## config.mk

```make
export PLATFORM = sky130hd
export DESIGN_NAME = irq_ctrl
export DESIGN_NICKNAME = d
export VERILOG_FILES = /design/src/rtl/irq_ctrl_pkg.sv /design/src/rtl/irq_edge_det.sv /design/src/rtl/irq_ctrl.sv
export SDC_FILE = /design/constraint.sdc
export NUM_CORES = 1
export LEC_CHECK = 0
export CORE_MARGIN = 8
export CORE_UTILIZATION = 40
export DETAILED_ROUTE_END_ITERATION = 16
export PLACE_DENSITY_LB_ADDON = 0.08
export SYNTH_ARGS = -nofsm -noshare
export SYNTH_HDL_FRONTEND = slang
export SYNTH_SLANG_ARGS = --single-unit
```

## constraint.sdc

```tcl
create_clock -name CLK -period 4.6 [get_ports CLK]
set_input_delay 1.38 -clock CLK [delete_from_list [all_inputs] [get_ports CLK]]
set_output_delay 1.38 -clock CLK [all_outputs]
set_load 0.02 [all_outputs]
```

## src/rtl/irq_ctrl_pkg.sv

```systemverilog
// Shared types and constants for the interrupt request controller:
// FSM encoding, source indices, request-ID width and the priority helper.
package irq_ctrl_pkg;

   typedef enum logic [1:0] {
      IDLE    = 2'd0,
      REQ     = 2'd1,
      HOLDOFF = 2'd2
   } state_t;

   localparam int ID_W    = 3;
   localparam int MAX_SRC = 1 << ID_W;

   localparam int BTN0 = 0;
   localparam int BTN1 = 1;
   localparam int BTN2 = 2;
   localparam int BTN3 = 3;
   localparam int SW0  = 4;
   localparam int SW1  = 5;
   localparam int SW2  = 6;

   // Lowest set bit wins; returns 0 when nothing is set.
   function automatic logic [ID_W-1:0] lowest_set(input logic [MAX_SRC-1:0] v);
      logic [ID_W-1:0] idx;
      idx = '0;
      for (int i = MAX_SRC - 1; i >= 0; i--) begin
         if (v[i]) idx = ID_W'(i);
      end
      return idx;
   endfunction

endpackage

```

## src/rtl/irq_edge_det.sv

```systemverilog
// Per-source edge detector: optional two-flop synchroniser, arming gate after
// reset, and rising-only or both-edge detection.
module irq_edge_det
   import irq_ctrl_pkg::*;
#(
   parameter bit SYNC       = 1'b0,
   parameter bit BOTH_EDGES = 1'b0
) (
   input  logic CLK,
   input  logic nrst,
   input  logic src,
   output logic pulse
);

   // A synchronised source stays disarmed until its synchroniser holds a real
   // sample, so a switch already on at reset release never interrupts.
   localparam int ARM_DEPTH = SYNC ? 3 : 1;

   logic                 sample;
   logic                 prev_reg;
   logic [ARM_DEPTH-1:0] arm_reg;
   logic                 armed;

   generate
      if (SYNC) begin : g_sync
         logic [1:0] sync_reg;
         always_ff @(posedge CLK or negedge nrst) begin
            if (!nrst) sync_reg <= '0;
            else       sync_reg <= {sync_reg[0], src};
         end
         assign sample = sync_reg[1];
      end else begin : g_direct
         assign sample = src;
      end
   endgenerate

   always_ff @(posedge CLK or negedge nrst) begin
      if (!nrst) begin
         arm_reg  <= '0;
         prev_reg <= 1'b0;
      end else begin
         arm_reg  <= (arm_reg << 1) | ARM_DEPTH'(1);
         prev_reg <= sample;
      end
   end

   assign armed = arm_reg[ARM_DEPTH-1];
   assign pulse = armed && (BOTH_EDGES ? (sample ^ prev_reg) : (sample & ~prev_reg));

endmodule

```

## src/rtl/irq_ctrl.sv

```systemverilog
// Interrupt request controller: latches source edges as pending and presents one
// prioritised request to the core. Optional IRQ_TIMEOUT_EN abandons unacked requests.
module irq_ctrl
   import irq_ctrl_pkg::*;
#(
   parameter int NUM_BTN        = 4,
   parameter int NUM_SW         = 3,
   parameter int HOLDOFF_CYCLES = 16,
   parameter int TIMEOUT_CYCLES = 1024
) (
   input  logic                       CLK,
   input  logic                       nrst,
   input  logic [NUM_BTN-1:0]         btn_in,
   input  logic [NUM_SW-1:0]          switch_in,
   input  logic [NUM_BTN+NUM_SW-1:0]  int_mask,
   input  logic                       int_ack,
   output logic                       int_req,
   output logic [ID_W-1:0]            int_id,
   output logic [NUM_BTN+NUM_SW-1:0]  int_pending,
   output logic                       int_overrun
);

   localparam int NUM_SRC = NUM_BTN + NUM_SW;

   logic [NUM_SRC-1:0] edges;
   logic [NUM_SRC-1:0] clr;
   logic [NUM_SRC-1:0] pending_reg, pending_next;
   logic               overrun_reg, overrun_set;
   state_t             state_reg, state_next;
   logic [ID_W-1:0]    id_reg, id_next, winner;
   logic [15:0]        hold_reg, hold_next;
   logic               ack_take;
   logic               timeout_hit;

   genvar gi;
   generate
      for (gi = 0; gi < NUM_BTN; gi++) begin : g_btn
         irq_edge_det #(.SYNC(1'b0), .BOTH_EDGES(1'b0)) u_det (
            .CLK   (CLK),
            .nrst  (nrst),
            .src   (btn_in[gi]),
            .pulse (edges[BTN0 + gi])
         );
      end
      for (gi = 0; gi < NUM_SW; gi++) begin : g_sw
         irq_edge_det #(.SYNC(1'b1), .BOTH_EDGES(1'b1)) u_det (
            .CLK   (CLK),
            .nrst  (nrst),
            .src   (switch_in[gi]),
            .pulse (edges[NUM_BTN + gi])
         );
      end
      for (gi = 0; gi < NUM_SRC; gi++) begin : g_clr
         assign clr[gi] = ack_take && (id_reg == ID_W'(gi));
      end
   endgenerate

`ifdef IRQ_TIMEOUT_EN
   logic [15:0] to_reg;

   always_ff @(posedge CLK or negedge nrst) begin
      if (!nrst)                 to_reg <= '0;
      else if (state_reg == REQ) to_reg <= to_reg + 16'd1;
      else                       to_reg <= '0;
   end

   // An ack in the same cycle wins over the timeout.
   assign timeout_hit = (state_reg == REQ) && !int_ack &&
                        (to_reg == 16'(TIMEOUT_CYCLES - 1));
`else
   logic unused_timeout;
   assign unused_timeout = (TIMEOUT_CYCLES == 0);
   assign timeout_hit    = 1'b0;
`endif

   assign winner = lowest_set(MAX_SRC'(pending_reg & int_mask));

   always_comb begin
      state_next = state_reg;
      id_next    = id_reg;
      hold_next  = hold_reg;
      ack_take   = 1'b0;
      case (state_reg)
         IDLE: begin
            if (|(pending_reg & int_mask)) begin
               id_next    = winner;
               state_next = REQ;
            end
         end
         REQ: begin
            if (int_ack) begin
               ack_take   = 1'b1;
               hold_next  = 16'(HOLDOFF_CYCLES - 1);
               state_next = HOLDOFF;
            end else if (timeout_hit) begin
               hold_next  = 16'(HOLDOFF_CYCLES - 1);
               state_next = HOLDOFF;
            end
         end
         HOLDOFF: begin
            if (hold_reg == 16'd0) state_next = IDLE;
            else                   hold_next  = hold_reg - 16'd1;
         end
         default: state_next = IDLE;
      endcase
   end

   // A fresh edge on the source being acked re-arms it without counting as overrun.
   assign pending_next = edges | (pending_reg & ~clr);
   assign overrun_set  = (|(edges & pending_reg & ~clr)) | timeout_hit;

   always_ff @(posedge CLK or negedge nrst) begin
      if (!nrst) begin
         state_reg   <= IDLE;
         id_reg      <= '0;
         hold_reg    <= '0;
         pending_reg <= '0;
         overrun_reg <= 1'b0;
      end else begin
         state_reg   <= state_next;
         id_reg      <= id_next;
         hold_reg    <= hold_next;
         pending_reg <= pending_next;
         overrun_reg <= overrun_reg | overrun_set;
      end
   end

   assign int_req     = (state_reg == REQ);
   assign int_id      = id_reg;
   assign int_pending = pending_reg;
   assign int_overrun = overrun_reg;

endmodule
```

==> results by group, run 1 <==
Outcome
  – Status: finished, final reports clean

Synthesis
  – Net count after synthesis: 218
  – Distinct cells, synth: 45
  – Top FF cell, synth: dfrtp_1
  – Post-Syn Area: 2100 um^2
  – Top cells by area, synth: dfrtp_1, nand2_1, mux2i_1
  – Synth top area share: 53.6%
  – FF+latch count, synth: 45
  – Leading area contributor after synthesis: dfrtp_1
  – Most frequent cell after synthesis: dfrtp_1
  – Syn_area_per_cell: 10.5 um^2
  – Post-synth EDFFs: 0
  – Post-synth ARST share: 100%
  – Synth cell count leaders: dfrtp_1, nand2_1, a21oi_1, mux2i_1, nor2_1
  – Cells after synthesis: 200
  – Sequential area share after synthesis: about 54%
  – Yosys warnings: 0

Detailed routing
  – Via density: 5.50
  – Routed WL: 4790 um
  – DR WL/cell: 15.8 um
  – Detailed-route via count: 1668
  – Drt pass-1 iters: 4
  – Initial DRC count: 72
  – DRC viols: 0
  – DRT antenna net count: 0

Layout
  – Final net count: 250
  – Core Util, Final: between 50% and 60%
  – # diodes: 0
  – Max FFs per register: 16
  – Layout overhead on the synthesized area: 22.2%
  – Share of cells above drive strength 1: 4.72%
  – Post-route cell area: roughly 2600 um^2

Setup path
  – CP required: 3.22 ns
  – Crit path DAT: between 1.5 and 2 ns
  – WP buf/inv: 1
  – CP max stage cell: clkdlybuf4s50_1
  – WS Path Type: reg -> out
  – Critical Path Max Stage Delay: 0.63 ns
  – Crit path capture type: output port
  – CP cell instances: nor2b_1 > clkdlybuf4s50_1
  – CP Launch Type: flop
  – Crit-path leading delay family: buffers and inverters
  – Critical path fanouts, max: 15

Global route
  – GRT Util Overall: 13.5%
  – Initial antenna violation count: 0
  – Vias in the first global route: 1666
  – Pin count of the biggest net entering global routing: 46
  – Congestion Overflow GR: 0
  – Wire length of the first global-routing pass: about 8200 um

Timing
  – Maximum clock rate: 318 MHz
  – Clk_skew: 0.0105 ns
  – Final Critical Period: between 3 and 4 ns
  – Final hold vios: 0
  – Worst-Margin Slew: 0.985 ns
  – Period utilisation layout: between 60 and 70%
  – TNS Setup: 0 ns
  – Setup violators final: 0
  – Relative max-transition margin: between 30% and 40%
  – Slew Viols, Final: 0
  – Hold_ws: about 0.36 ns
  – Setup repair after global routing missed its margin: no

Placement
  – PortBufs: 28
  – Area after DPL: 2450 um^2
  – RePlAce Congestion: 0.840
  – Hpwl dp: roughly 3500 um

Clock network
  – Post-cts resize count: 0
  – Worst skew pair latency: 0.31 ns
  – Clk root buf: clkbuf_8
  – Clk buf depth: 2
  – Clk slew on worst S/H paths: approximately 0.09 ns
  – Clk sinks: 45
  – # H-tree levels: 2
  – Cts bufs inserted: 5
  – CTS tree: built
  – Hold_buf cts: 0
  – Setup bufs post-CTS: 0

Power
  – VDD IR max: roughly 0.2 mV
  – Pwr Total: 0.00126 W
  – Leakage Power: 1.11 nW
  – PD cells: 489 nW/um^2

Worst hold path
  – Min-Delay Path Class: reg -> reg

Floorplan
  – Vert. Die Dim: 88.5 um
  – Die area: 7830 um^2
  – Die width: about 90 um
  – Initial core utilization: 41.4%
  – Top Ports: 29
  – Core Area: 5070 um^2
  – Row count: 26

Flow run
  – Max-Cap Viols: 0
-- layout by cell type, fill, tap and decap left out, types with 3 or more instances in the layout --
cell	count
clkbuf_8	5
or4_1	3
a32o_1	3
a21oi_1	9
o31ai_1	3
nand4_1	4
nor3b_1	3
a21o_1	3
a22o_1	3
o21ai_0	8
a211oi_1	3
nand3_1	6
clkdlybuf4s50_1	27
and3b_1	3
nor4_1	3
nand2_1	26
a21boi_0	3
nor3_1	4
nor2_1	9
and3_1	4
inv_1	7
a22oi_1	3
nor2b_1	5
o211ai_1	4
dfrtp_1	45
mux2i_1	9
-- routing by layer --
metal	wire length [um]	vias to the layer above	track usage [%]
met5	0	-	0
met4	76	0	5.53
met3	169	8	3.71
met2	2170	25	20.4
met1	2370	817	17.8
li1	-	818	-
-- where the power goes --
group | total [W] | leakage [nW] | switching (W) | internal, W
sequential | 0.000567 | 0.531 | 0.000107 | 0.000460
clock | 0.000308 | 0.0543 | 0.000145 | 0.000163
combinational | 0.000382 | 0.526 | 0.000199 | 0.000184
-- per-stage QoR --
| stage | std cells | setup slack [ns] |
|---|---|---|
| finish | 303 | 1.46 |
| floorplan | 200 | 2.20 |
| global placement | 295 | 1.70 |
| CTS | 303 | 1.44 |
| detailed placement | 295 | 1.62 |
| global route | 303 | 1.34 |
-- cell families after synthesis --
family,after synthesis,synth area share (%)
other cells,1,0.178
buf+inv,10,1.79
fa+ha+maj,1,0.595
xor+xnor,3,1.25
simple gates,78,20.2
flops,45,53.6
compound gates,53,18.2
mux,9,4.29
-- worst paths after layout --
check | start | endpoint | slack (ns) | cells past startpoint
worst min-delay path | g_sw[0].u_det.g_sync.sync_reg[0]$_DFF_PN0_ | g_sw[0].u_det.g_sync.sync_reg[1]$_DFF_PN0_ | 0.36 | 0
max in group asynchronous | nrst | hold_reg[10]$_DFFE_PN0P_ | 2.75 | 1
min in group asynchronous | nrst | g_btn[1].u_det.prev_reg$_DFF_PN0_ | 1.22 | 1
worst max register to register | state_reg[1]$_DFFE_PN0P_ | hold_reg[9]$_DFFE_PN0P_ | 2.33 | 4
worst max-delay path | state_reg[0]$_DFFE_PN0P_ | int_req | 1.46 | 2
worst min register to register | g_sw[0].u_det.g_sync.sync_reg[0]$_DFF_PN0_ | g_sw[0].u_det.g_sync.sync_reg[1]$_DFF_PN0_ | 0.36 | 0
-- layout make-up --
class                      instances  area (um^2)
clock buffer                       5         68.8
multi-input combinational        145          938
timing repair buffer              28          275
inverter                           7         26.3
clock inverter                     3         46.3
sequential                        45         1130
fill                             487         2510
tap                               70         87.6
Power figures use the tool's default switching activity.
==> run 2, diff against run 1 <==
Clock period 4.6 ns to 3 ns, I/O delays scaled along.
==> run 2 against run 1 <==
Sequential power increased by 53%. Count of clock-buffer cells in the layout unchanged. Non-clock buffer count increased by 1.
==> results by group, run 2 (same netlist as run 1, synthesis figures left out) <==
Setup path
  – CP cell instances: nor2b_1 > clkdlybuf4s50_1 (unchanged)
  – CP Launch Type: flop (unchanged)
  – Crit path DAT: 1.75 ns (was 1.76 ns)
  – CP required: 2.10 ns (was 3.22 ns)
  – Crit. Startpoint: state_reg[0]$_DFFE_PN0P_ (unchanged)
  – Worst R2R Path Depth: 4 (unchanged)
  – RR Startpoint: state_reg[1]$_DFFE_PN0P_ (unchanged)
  – R2r setup slk: 0.75 ns (was 2.33 ns)
  – Critical Path Max Stage Delay: 0.63 ns (about the same)
  – Critical path fanouts, max: 15 (unchanged)
  – R2r endpoint: hold_reg[9]$_DFFE_PN0P_ (unchanged)
  – WS Path Type: reg -> out (unchanged)
  – CP max stage cell: clkdlybuf4s50_1 (unchanged)
  – Crit path capture type: output port (unchanged)

Detailed routing
  – Met2 WL: 2120 um (was 2170 um)
  – Initial DRC count: 98 (was 72)
  – DR WL/cell: 15.5 um (was 15.8 um)
  – Detailed-route via count: 1674 (was 1668)
  – Met1 Wirelength: 2340 um (was 2370 um)
  – Top Layer Used: met4 (unchanged)
  – Via density: 5.51 (was 5.50)
  – DRC viols: 0 (unchanged)
  – Met3 WL: 177 um (was 169 um)
  – Routed WL: 4710 um (was 4790 um)
  – DRT antenna net count: 0 (unchanged)
  – Drt pass-1 iters: 4 (unchanged)

Timing
  – Slew Viols, Final: 0 (unchanged)
  – Period utilisation layout: 88.4%
  – Final hold vios: 0 (unchanged)
  – Clk_skew: 0.00949 ns (was 0.0105 ns)
  – Maximum clock rate: 377 MHz
  – Final Critical Period: 2.65 ns
  – Setup repair after global routing missed its margin: no (unchanged)
  – TNS Setup: 0 ns (unchanged)
  – Worst-Margin Slew: 0.811 ns (was 0.985 ns)
  – Relative max-transition margin: 45.5% (was 34.3%)
  – Setup violators final: 0 (unchanged)

Layout
  – Commonest non-fill, non-tap cells in the layout: dfrtp_1, clkdlybuf4s50_1, nand2_1 (unchanged)
  – Core Util, Final: 50.8% (was 50.6%)
  – Final net count: 251 (was 250)
  – Share of cells above drive strength 1: 5.13% (was 4.72%)
  – Layout overhead on the synthesized area: 22.6% (was 22.2%)
  – Max FFs per register: 16 (unchanged)
  – Commonest non-fill, non-tap cell in the layout: dfrtp_1 (unchanged)
  – # diodes: 0 (unchanged)

Clock network
  – Clk slew on worst S/H paths: 0.09 ns (about the same)
  – Setup bufs post-CTS: 0 (unchanged)
  – Clk root buf: clkbuf_8 (unchanged)
  – Post-cts resize count: 0 (unchanged)
  – Clk sinks: 45 (unchanged)
  – Worst skew pair latency: 0.30 ns (was 0.31 ns)
  – Clk buf depth: 2 (unchanged)
  – Hold_buf cts: 0 (unchanged)
  – # H-tree levels: 2 (unchanged)
  – Cts bufs inserted: 5 (unchanged)
  – CTS tree: built (unchanged)

Global route
  – Congestion Overflow GR: 0 (unchanged)
  – Pin count of the biggest net entering global routing: 28 (was 46)
  – Wire length of the first global-routing pass: 7960 um (was 8170 um)
  – Initial antenna violation count: 0 (unchanged)
  – Vias in the first global route: 1634 (was 1666)
  – GRT Util Overall: 13.2% (was 13.5%)

Floorplan
  – Die area: 7830 um^2 (unchanged)
  – Top Ports: 29 (unchanged)
  – Row count: 26 (unchanged)
  – Initial core utilization: 41.4% (unchanged)
  – Vert. Die Dim: 88.5 um (unchanged)
  – Core Area: 5070 um^2 (unchanged)
  – Die width: 88.5 um (unchanged)

Placement
  – RePlAce Congestion: 0.852 (was 0.840)
  – Hpwl dp: 3590 um (was 3450 um)
  – PortBufs: 28 (unchanged)

Power
  – VDD IR max: 0.369 mV (was 0.200 mV)
  – PD cells: 744 nW/um^2 (was 489 nW/um^2)
  – Leakage Power: 1.12 nW (was 1.11 nW)

Worst hold path
  – Hold endpoint: g_sw[0].u_det.arm_reg[2]$_DFF_PN0_ (was g_sw[0].u_det.g_sync.sync_reg[1]$_DFF_PN0_)
  – Hold path start: g_sw[2].u_det.arm_reg[1]$_DFF_PN0_ (was g_sw[0].u_det.g_sync.sync_reg[0]$_DFF_PN0_)
  – Min-Delay Path Class: reg -> reg (unchanged)
  – Hold path depth: 0 (unchanged)

Outcome
  – Status: finished, final reports clean (unchanged)

Flow run
  – Max-Cap Viols: 0 (unchanged)
-- run 2: cell types whose count changed in the layout (fill, tap and decap cells not counted) --
cell   change
buf_4      +1
-- run 2: layout make-up --
cell class | instances | area (um^2)
Tap cell | 70 | 87.6
Fill cell | 477 | 2500
Timing Repair Buffer | 29 | 283
Clock inverter | 3 | 46.3
Inverter | 7 | 26.3
Multi-Input combinational cell | 145 | 938
Sequential cell | 45 | 1130
Clock buffer | 5 | 68.8
-- run 2: worst max-delay path, delay by kind of cell (launching register included) --
family                 cells  cell delay [ns]
buffers and inverters      1             0.63
flip-flops                 1             0.61
AND/OR/NAND/NOR            1             0.22
-- run 2: worst max path at each step --
stage / endpoint / slack [ns] / cells after the start
CTS: int_req / 0.33 / 2
global placement: int_overrun$_DFF_PN0_ / 0.59 / 5
detailed placement: int_overrun$_DFF_PN0_ / 0.52 / 5
floorplan: hold_reg[13]$_DFFE_PN0P_ / 1.07 / 4
global route: int_req / 0.23 / 2
finish: int_req / 0.35 / 2
-- run 2: power breakdown --
| group | switching (W) | internal (W) |
|---|---|---|
| registers | 0.000164 | 0.000705 |
| clock network | 0.000210 | 0.000249 |
| logic | 0.000305 | 0.000283 |
| total | 0.000680 | 0.00124 |
-- run 2: through the flow --
stage	total power (W)	hold slack [ns]	worst slack (ns)	instance area, um^2	std cells
6_report	0.00192	0.355	0.347	2580	304
5_1_grt	0.00205	0.376	0.232	2580	304
4_1_cts	0.00194	0.362	0.326	2580	304
3_5_place_dp	0.00147	0.339	0.515	2460	296
3_3_place_gp	0.00146	0.337	0.587	2460	296
2_1_floorplan	0.00121	0.331	1.07	2100	200
-- run 2: layer usage --
layer  track usage, %  vias up
li1                 -      821
met3             3.71        7
met1             17.4      811
met4             4.92        0
met2             20.0       35
met5                0        -
